==> src/rtl/debug_pkg.sv <==
// Shared types for the debug commit sequencer: report kinds, sequencer states
// and the commit record carried through the FIFO.
package debug_pkg;

  typedef enum logic [1:0] {
    KIND_COMMIT = 2'd0,
    KIND_INTR   = 2'd1,
    KIND_HALT   = 2'd2
  } kind_e;

  typedef enum logic [1:0] {
    ST_RUN     = 2'd0,
    ST_DRAIN   = 2'd1,
    ST_HALTED  = 2'd2
  } state_e;

  typedef struct packed {
    logic        halt;
    logic        deviceAccess;
    logic [31:0] deviceAddr;
    logic [31:0] pc;
  } commit_rec_t;

  localparam int REC_W = $bits(commit_rec_t);

endpackage

==> src/rtl/debug_fifo.sv <==
// Registered-storage FIFO for commit records; head is readable the cycle after
// a push. Pointers wrap naturally because DEPTH is a power of two.
module debug_fifo #(
  parameter int DEPTH = 4,
  parameter int W     = 8
) (
  input  logic                     clock,
  input  logic                     reset,
  input  logic                     push,
  input  logic [W-1:0]             push_data,
  input  logic                     pop,
  output logic [W-1:0]             head,
  output logic [$clog2(DEPTH):0]   count,
  output logic                     full,
  output logic                     empty
);

  localparam int AW = $clog2(DEPTH);
  localparam int CW = AW + 1;

  logic [W-1:0]  mem [DEPTH];
  logic [AW-1:0] wr_ptr;
  logic [AW-1:0] rd_ptr;
  logic          push_ok;
  logic          pop_ok;

  assign full    = (count == CW'(DEPTH));
  assign empty   = (count == '0);
  assign push_ok = push && !full;
  assign pop_ok  = pop && !empty;
  assign head    = mem[rd_ptr];

  always_ff @(posedge clock) begin
    if (push_ok) mem[wr_ptr] <= push_data;
  end

  always_ff @(posedge clock or negedge reset) begin
    if (!reset) begin
      wr_ptr <= '0;
      rd_ptr <= '0;
      count  <= '0;
    end else begin
      if (push_ok) wr_ptr <= wr_ptr + AW'(1);
      if (pop_ok)  rd_ptr <= rd_ptr + AW'(1);
      count <= count + CW'(push_ok) - CW'(pop_ok);
    end
  end

endmodule

==> src/rtl/debug_commit_sequencer.sv <==
// Orders commit records, interrupt markers and the final halt record into a
// single stream for the simulator reporter.
module debug_commit_sequencer
  import debug_pkg::*;
#(
  parameter int DEPTH = 4
) (
  input  logic        clock,
  input  logic        reset,
  input  logic        in_valid,
  output logic        in_ready,
  input  logic        in_halt,
  input  logic        in_deviceAccess,
  input  logic [31:0] in_deviceAddr,
  input  logic [31:0] in_pc,
  input  logic        intr,
  output logic        out_valid,
  input  logic        out_ready,
  output logic [1:0]  out_kind,
  output logic [31:0] out_pc,
  output logic        out_deviceAccess,
  output logic [31:0] out_deviceAddr,
  output logic        halted,
  output logic        intr_overrun,
  output logic [31:0] commit_count
);

  localparam int CW = $clog2(DEPTH) + 1;

  state_e      state;
  commit_rec_t push_rec;
  commit_rec_t head;
  logic [CW-1:0] count;
  logic [CW-1:0] occ_next;
  logic [CW-1:0] intr_mark;
  logic        full;
  logic        empty;
  logic        intr_pending;
  logic        push;
  logic        pop;
  logic        present_intr;
  logic        xfer;
  logic        intr_xfer;

  assign push_rec = '{halt: in_halt, deviceAccess: in_deviceAccess,
                      deviceAddr: in_deviceAddr, pc: in_pc};

  debug_fifo #(
    .DEPTH (DEPTH),
    .W     (REC_W)
  ) u_fifo (
    .clock     (clock),
    .reset     (reset),
    .push      (push),
    .push_data (push_rec),
    .pop       (pop),
    .head      (head),
    .count     (count),
    .full      (full),
    .empty     (empty)
  );

  // in_ready is gated by reset so it reads 0 while reset is held.
  assign in_ready     = reset && (state == ST_RUN) && !full;
  assign push         = in_valid && in_ready;
  assign present_intr = intr_pending && (intr_mark == '0);
  assign out_valid    = (state != ST_HALTED) && (present_intr || !empty);
  assign xfer         = out_valid && out_ready;
  assign pop          = xfer && !present_intr;
  assign intr_xfer    = xfer && present_intr;
  assign occ_next     = count + CW'(push) - CW'(pop);
  assign halted       = (state == ST_HALTED);

  always_comb begin
    out_kind         = KIND_COMMIT;
    out_pc           = '0;
    out_deviceAccess = 1'b0;
    out_deviceAddr   = '0;
    if (out_valid && present_intr) begin
      out_kind = KIND_INTR;
    end else if (out_valid) begin
      out_kind         = head.halt ? KIND_HALT : KIND_COMMIT;
      out_pc           = head.pc;
      out_deviceAccess = head.deviceAccess;
      out_deviceAddr   = head.deviceAddr;
    end
  end

  always_ff @(posedge clock or negedge reset) begin
    if (!reset) begin
      state        <= ST_RUN;
      intr_pending <= 1'b0;
      intr_mark    <= '0;
      intr_overrun <= 1'b0;
      commit_count <= '0;
    end else begin
      case (state)
        ST_RUN:   if (push && in_halt) state <= ST_DRAIN;
        ST_DRAIN: if (pop && head.halt) state <= ST_HALTED;
        default:  ;
      endcase
      if (pop && !head.halt) commit_count <= commit_count + 32'd1;
      if (pop && intr_mark != '0) intr_mark <= intr_mark - CW'(1);
      if (intr_xfer) intr_pending <= 1'b0;
      // An INTR leaving this edge frees the slot, so a same-edge pulse starts fresh.
      if (intr && state != ST_HALTED) begin
        if (intr_pending && !intr_xfer) begin
          intr_overrun <= 1'b1;
        end else begin
          intr_pending <= 1'b1;
          intr_mark    <= occ_next;
        end
      end
    end
  end

endmodule

==> config.mk <==
export PLATFORM = sky130hd
export DESIGN_NAME = debug_commit_sequencer
export DESIGN_NICKNAME = d
export VERILOG_FILES = /design/src/rtl/debug_pkg.sv /design/src/rtl/debug_fifo.sv /design/src/rtl/debug_commit_sequencer.sv
export SDC_FILE = /design/constraint.sdc
export NUM_CORES = 1
export LEC_CHECK = 0
export ABC_AREA = 1
export BUFFER_PORTS_ARGS = -buffer_cell sky130_fd_sc_hd__buf_2
export CAP_MARGIN = 40
export CELL_PAD_IN_SITES_DETAIL_PLACEMENT = 1
export CELL_PAD_IN_SITES_GLOBAL_PLACEMENT = 1
export CORE_ASPECT_RATIO = 1.2
export CORE_MARGIN = 10
export CORE_UTILIZATION = 49
export DETAILED_ROUTE_END_ITERATION = 16
export GPL_TIMING_DRIVEN = 0
export PLACE_DENSITY = 0.95
export SETUP_SLACK_MARGIN = 0.5
export SKIP_CTS_REPAIR_TIMING = 1
export SLEW_MARGIN = 20
export SYNTH_ARGS = -nofsm -noshare
export SYNTH_HDL_FRONTEND = slang
export SYNTH_SLANG_ARGS = --single-unit
==> constraint.sdc <==
create_clock -name clock -period 10 [get_ports clock]
set_clock_uncertainty 0.15 [all_clocks]
set_input_delay 3 -clock clock [delete_from_list [all_inputs] [get_ports clock]]
set_output_delay 3 -clock clock [all_outputs]
set_load 0.01 [all_outputs]
# Yosys cells after proc, flatten, opt, wreduce, memory -nomap -nowiden

Memory sizes are Yosys's and may differ from the RTL's.
Cells that the tools add are included.
Widths: inputs -> output; s select.

Add/subtract/negate cells: 8
$mul: 0
Divide/modulo/power cells: 0
Magnitude comparators: 0
Equality and inequality tests: 6
Shifts and indexed selects: 0
Multiplexer cells: 20
Bitwise gates (word level): 0
Reduce and logical (&&, ||, !) cells: 30

Operator list:

| cell                  | count |
|---|---|
| $mux 32               | 4 |
| $add 32x1->32 const B | 1 |
| $logic_and 1x1->1     | 17 |
| $mux 2                | 5 |
| $mux 3                | 3 |
| $mux 1                | 7 |
| $add 3x1->3           | 2 |
| $logic_not 3->1       | 2 |
| $sub 3x1->3           | 2 |
| $logic_not 1->1       | 5 |
| $add 2x1->2 const B   | 2 |
| $ne 2x2->1 const B    | 2 |
| $pmux 2 s2            | 1 |
| $eq 3x3->1 const B    | 1 |
| $reduce_and 3->1      | 1 |
| $reduce_bool 3->1     | 1 |
| $sub 3x1->3 const B   | 1 |
| $eq 2x1->1 const B    | 1 |
| $eq 2x2->1 const B    | 1 |
| $logic_not 2->1       | 1 |
| $ne 2x1->1 const B    | 1 |
| $reduce_and 2->1      | 1 |
| $reduce_bool 2->1     | 1 |
| $logic_or 1x1->1      | 1 |

Register bits after elaboration: 46
Bits in latches: 0
Bits in writable memories: 264
ROM bits: 0
Input bits: 71
Memories kept: 1

Memories:

| name       | depth | bits a word | read ports | clocked after memory_dff | wr ports | RTL line         | source |
|---|---|---|---|---|---|---|---|
| u_fifo.mem | 4     | 66          | 1          | 0                        | 1        | debug_fifo.sv:21 | `logic [W-1:0] mem [DEPTH];` |

# Depth between registers and ports, before layout

Word-level depth: 10
Mapped depth: 12
Mapped depth without buffers: 12

# Cells and area by module

A second synthesis with hierarchy kept.

Cell total of the unflattened synthesis: 1,416
Area total of the unflattened synthesis: 13,897.1 µm²

Modules (own cells, without submodules):

| module                 | times used | cells each | area an instance (µm²) | sequential area each (µm²) |
|---|---|---|---|---|
| debug_fifo             | 1          | 894        | 10,781.6               | 8,102.8 |
| debug_commit_sequencer | 1          | 522        | 3,115.5                | 975.9 |

# Worst setup path before layout

OpenSTA, ideal clock, no wires.

Path type: input to register
Start point: input reset
End point: memory u_fifo.mem[0][0] (netlist bit), enable pin
Setup time: 0.491 ns
Arrival: 6.131 ns
Required time: 9.359 ns
Path slack: 3.229 ns
Stages: 4
Path buffers: 0
Cell sequence: nand4_1 -> inv_1 -> nand2_1 -> nor2_1

Word-level cells in the longest chain between the ends: 6

RTL lines:

| item                           | RTL line                     | source |
|---|---|---|
| from (decl)                    | debug_commit_sequencer.sv:9  | `input logic reset,` |
| $logic_and 1x1->1 (2 in a row) | debug_commit_sequencer.sv:64 | `assign in_ready = reset && (state == ST_RUN) && !full;` |
| via in_ready                   | debug_commit_sequencer.sv:11 | `output logic in_ready,` |
| $logic_and 1x1->1              | debug_commit_sequencer.sv:65 | `assign push = in_valid && in_ready;` |
| $logic_and 1x1->1              | debug_fifo.sv:29             | `assign push_ok = push && !full;` |
| $mux 1                         | debug_fifo.sv:34             | `if (push_ok) mem[wr_ptr] <= push_data;` |
| $mux 1 (implied by the code)   | debug_fifo.sv:34             |  |
| to (decl)                      | debug_fifo.sv:21             |  |

The timed path passes the listed nets, and every way through them passes these cells.

# Worst setup path after layout

Start point: input reset
End point: output in_ready

Word-level cells in the longest chain between the ends: 2

RTL lines:

| item                           | RTL line |
|---|---|
| $logic_and 1x1->1 (2 in a row) | debug_commit_sequencer.sv:64 |
| to (decl)                      | debug_commit_sequencer.sv:11 |

No other way between the ends.

==> results by group <==
Outcome
  • Status: completed

Min path
  • WHS Path Cells: 1
  • Hold Path Class: flip-flop to flip-flop

Power and ir drop
  • Net Sw Frac: 20.4%
  • PwrDens: 165 nW/um^2
  • Worst VDD drop: 0.000125 V
  • Cell internal pwr: 0.00208 W
  • Seq pwr share: 53.6%
  • Clock group share of total power: 45.1%
  • Leakage: 6.14 nW
  • Switch Pwr: 0.000534 W
  • Logic pwr share: 1.3%

Critical path
  • R2R Path Start: u_fifo.count[1]$_DFF_PN0_
  • Critical Path, Cell by Cell: buf_2 -> buf_12 -> nand4_1 -> inv_1 -> buf_2
  • CP required: 6.85 ns
  • Largest stage delay on the critical path: 0.49 ns
  • Startpoint Class: input pin
  • Setup crit end: in_ready
  • Setup Crit Path Kind: input pin to output pin
  • Internal reg-to-reg setup slack: 7.14 ns
  • Most frequent CP cell: buf_2
  • Max Fanout on Critical Path: 24
  • CP endpoint kind: output pin
  • Depth of the most critical reg-to-reg path: 9
  • Critical Path Slowest Stage Cell: buf_2
  • Critical path startpoint: reset
  • Worst Path Arrival: 4.14 ns
  • Worst R2R End: u_fifo.mem[1][50]$_DFFE_PP_

Finish
  • # fillers: 2784
  • Area delta synth->final: 20.0%
  • Leading cell type in the layout, fill and taps excluded: nor2_1
  • Most frequent cells in the layout: 306 x nor2_1, 264 x edfxtp_1, 188 x buf_2
  • Nets: 1496
  • Finished Layout Cells: 1780
  • Layout cells sized above 1: 20.4%

Placed design
  • Gpl congestion: 0.875
  • Pre-CTS setup slack: 2.68 ns
  • Dpl cells: 1714
  • Placed wire-length estimate: 29000 um
  • Port Buffers: 173

Timing
  • Period utilisation layout: 72.9%
  • Final TNS setup: 0 ns
  • # setup viols final: 0
  • Setup ws final: 2.71 ns
  • Fmax: 0.137 GHz
  • Worst slew pin tran: 0.755 ns
  • Max_slew headroom: 49.5%
  • Max-slew violation count: 0
  • Minimum clock period: 7.29 ns
  • Hold Vio Cnt, Final: 0
  • RSZ-0062 raised after global routing: false

Yosys
  • Mapped cell area: 13200 um^2
  • Synth warnings: 0
  • Post-synth ARST share: 14.8%
  • Post-synth EDFFs: 264
  • Register area share after synthesis: 68.7%
  • Syn Area/Cell: 11.1 um^2
  • #FFs+latches synth: 310
  • Unique masters post-synth: 32
  • Post-synthesis cell count: 1194
  • Post-synth top flop: edfxtp_1
  • Synth Net Count: 1277

Global route
  • Initial antenna violation count: 13
  • GR Overflow Total: 0
  • Largest net degree at the start of global routing: 25
  • First-pass GRT wire length: 68300 um
  • Vias in the first global route: 11500
  • Gr usage total: 26.2%

Floorplan
  • Initial Util: 50.0%
  • Core area: 26400 um^2
  • Ports: 174
  • # rows: 65
  • Die Width: 170 um
  • Die footprint: 33900 um^2
  • Die Span Y: 200 um

Route
  • ANT nets after route: 0
  • Wirelength per Cell: 25.6 um
  • Drt first pass iters: 5
  • Via density: 5.92
  • Via count: 10500
  • Starting DRT DRC Count: 1278
  • Post-Route WL: 45600 um
  • DRC errors left: 0

Clock network
  • Root Driver: clkbuf_16
  • Clk_lat worst skew: 0.57 ns
  • CTS max path bufs: 3
  • Num Clock Sinks: 310
  • Clock slew at reported path FFs: 0.06 ns
  • CTS H-tree depth: 1
  • CTS tree: built
  • Inserted Clock Buffers: 31

Job
  • Max-capacitance violation count: 0
-- sequential cells by signal (all words and copies together), names as in the netlist --
register       count
u_fifo.wr_ptr      2
intr_mark          3
intr_pending       1
u_fifo.count       3
intr_overrun       1
u_fifo.mem       264
u_fifo.rd_ptr      2
state              2
commit_count      32
-- layout make-up --
cell class / count / area (um^2) / share of cell area [%]
clock inverters: 19 / 195 / 1.23
flip-flops and latches: 310 / 9080 / 57.3
well taps: 335 / 419 / 2.64
multi-input cells: 778 / 3640 / 23.0
plain buffers: 56 / 319 / 2.01
repair buffers: 186 / 1180 / 7.44
diodes: 8 / 20.0 / 0.126
inverters: 50 / 194 / 1.22
clock buffers: 38 / 802 / 5.06
-- power groups by stage --
stage | registers (W) | logic [W] | clock network (W)
2_1_floorplan | 0.00143 | 0.00000000974 | 0
3_3_place_gp | 0.00143 | 0.0000263 | 0
3_5_place_dp | 0.00143 | 0.0000315 | 0
4_1_cts | 0.00140 | 0.0000333 | 0.00119
5_1_grt | 0.00140 | 0.0000362 | 0.00124
6_report | 0.00140 | 0.0000340 | 0.00118
-- cell families (layout without fill, tap and decap cells) --
| group | Yosys count | count (layout) | share of synthesized area, % |
|---|---|---|---|
| buffers and inverters | 106 | 349 | 3.88 |
| AND/OR/NAND/NOR | 542 | 542 | 16.9 |
| flip-flops | 310 | 310 | 68.7 |
| adder cells (fa/ha/maj) | 12 | 12 | 1.25 |
| AO/OA/AOI/OAI | 209 | 209 | 8.17 |
| XOR/XNOR | 15 | 15 | 1.05 |
| other | 0 | 8 | 0 |
-- layer usage --
| layer | wire (um) | GRT usage [%] | up-vias |
|---|---|---|---|
| met5 | 92 | 0 | - |
| met4 | 1880 | 10.2 | 14 |
| met3 | 3890 | 6.41 | 171 |
| met2 | 23700 | 48.2 | 575 |
| met1 | 16100 | 28.4 | 5259 |
| li1 | - | - | 4518 |
-- critical path: cells and delay by family --
| family | cells | cell delay, ns |
|---|---|---|
| buffers and inverters | 4 | 1.00 |
| AND/OR/NAND/NOR | 1 | 0.11 |
-- per-stage QoR --
step | hold slack (ns) | util (%) | power (W) | cell area [um^2]
finish | 0.320 | 60.0 | 0.00262 | 15900
global route | 0.346 | 59.9 | 0.00268 | 15800
CTS | 0.327 | 59.8 | 0.00263 | 15800
detailed placement | 0.314 | 56.0 | 0.00146 | 14800
global placement | 0.307 | 54.8 | 0.00146 | 14500
floorplan | 0.312 | - | 0.00143 | 13200
-- worst min-delay path by stage --
stage / start / to / slack (ns)
finish: intr_overrun$_DFFE_PN0P_ / intr_overrun$_DFFE_PN0P_ / 0.32
global route: intr_overrun$_DFFE_PN0P_ / intr_overrun$_DFFE_PN0P_ / 0.35
CTS: intr_overrun$_DFFE_PN0P_ / intr_overrun$_DFFE_PN0P_ / 0.33
detailed placement: intr_overrun$_DFFE_PN0P_ / intr_overrun$_DFFE_PN0P_ / 0.31
global placement: intr_overrun$_DFFE_PN0P_ / intr_overrun$_DFFE_PN0P_ / 0.31
floorplan: state[0]$_DFFE_PN0P_ / state[0]$_DFFE_PN0P_ / 0.31
-- Yosys cell counts, types with 2 or more instances --
cell type  number  area [um^2]
inv_2           2         7.51
buf_1           9         33.8
xor2_1         13          114
nand3b_1       17          128
dfrtp_1        46         1150
nor2_1        310         1160
buf_2          15         75.1
fa_1            2         40.0
inv_1          46          173
nand2_1       175          657
nand2_2         4         25.0
a21oi_1        65          325
edfxtp_1      264         7930
nor2_2          6         37.5
nand3_1        11         55.1
ha_1           10          125
nand4_1        10         62.6
buf_6           9          101
o21ai_0       135          676
clkbuf_1       19         71.3
o21ai_2         8         70.1
nand3_2         6         60.1
buf_4           3         22.5
Power figures use the tool's default switching activity.
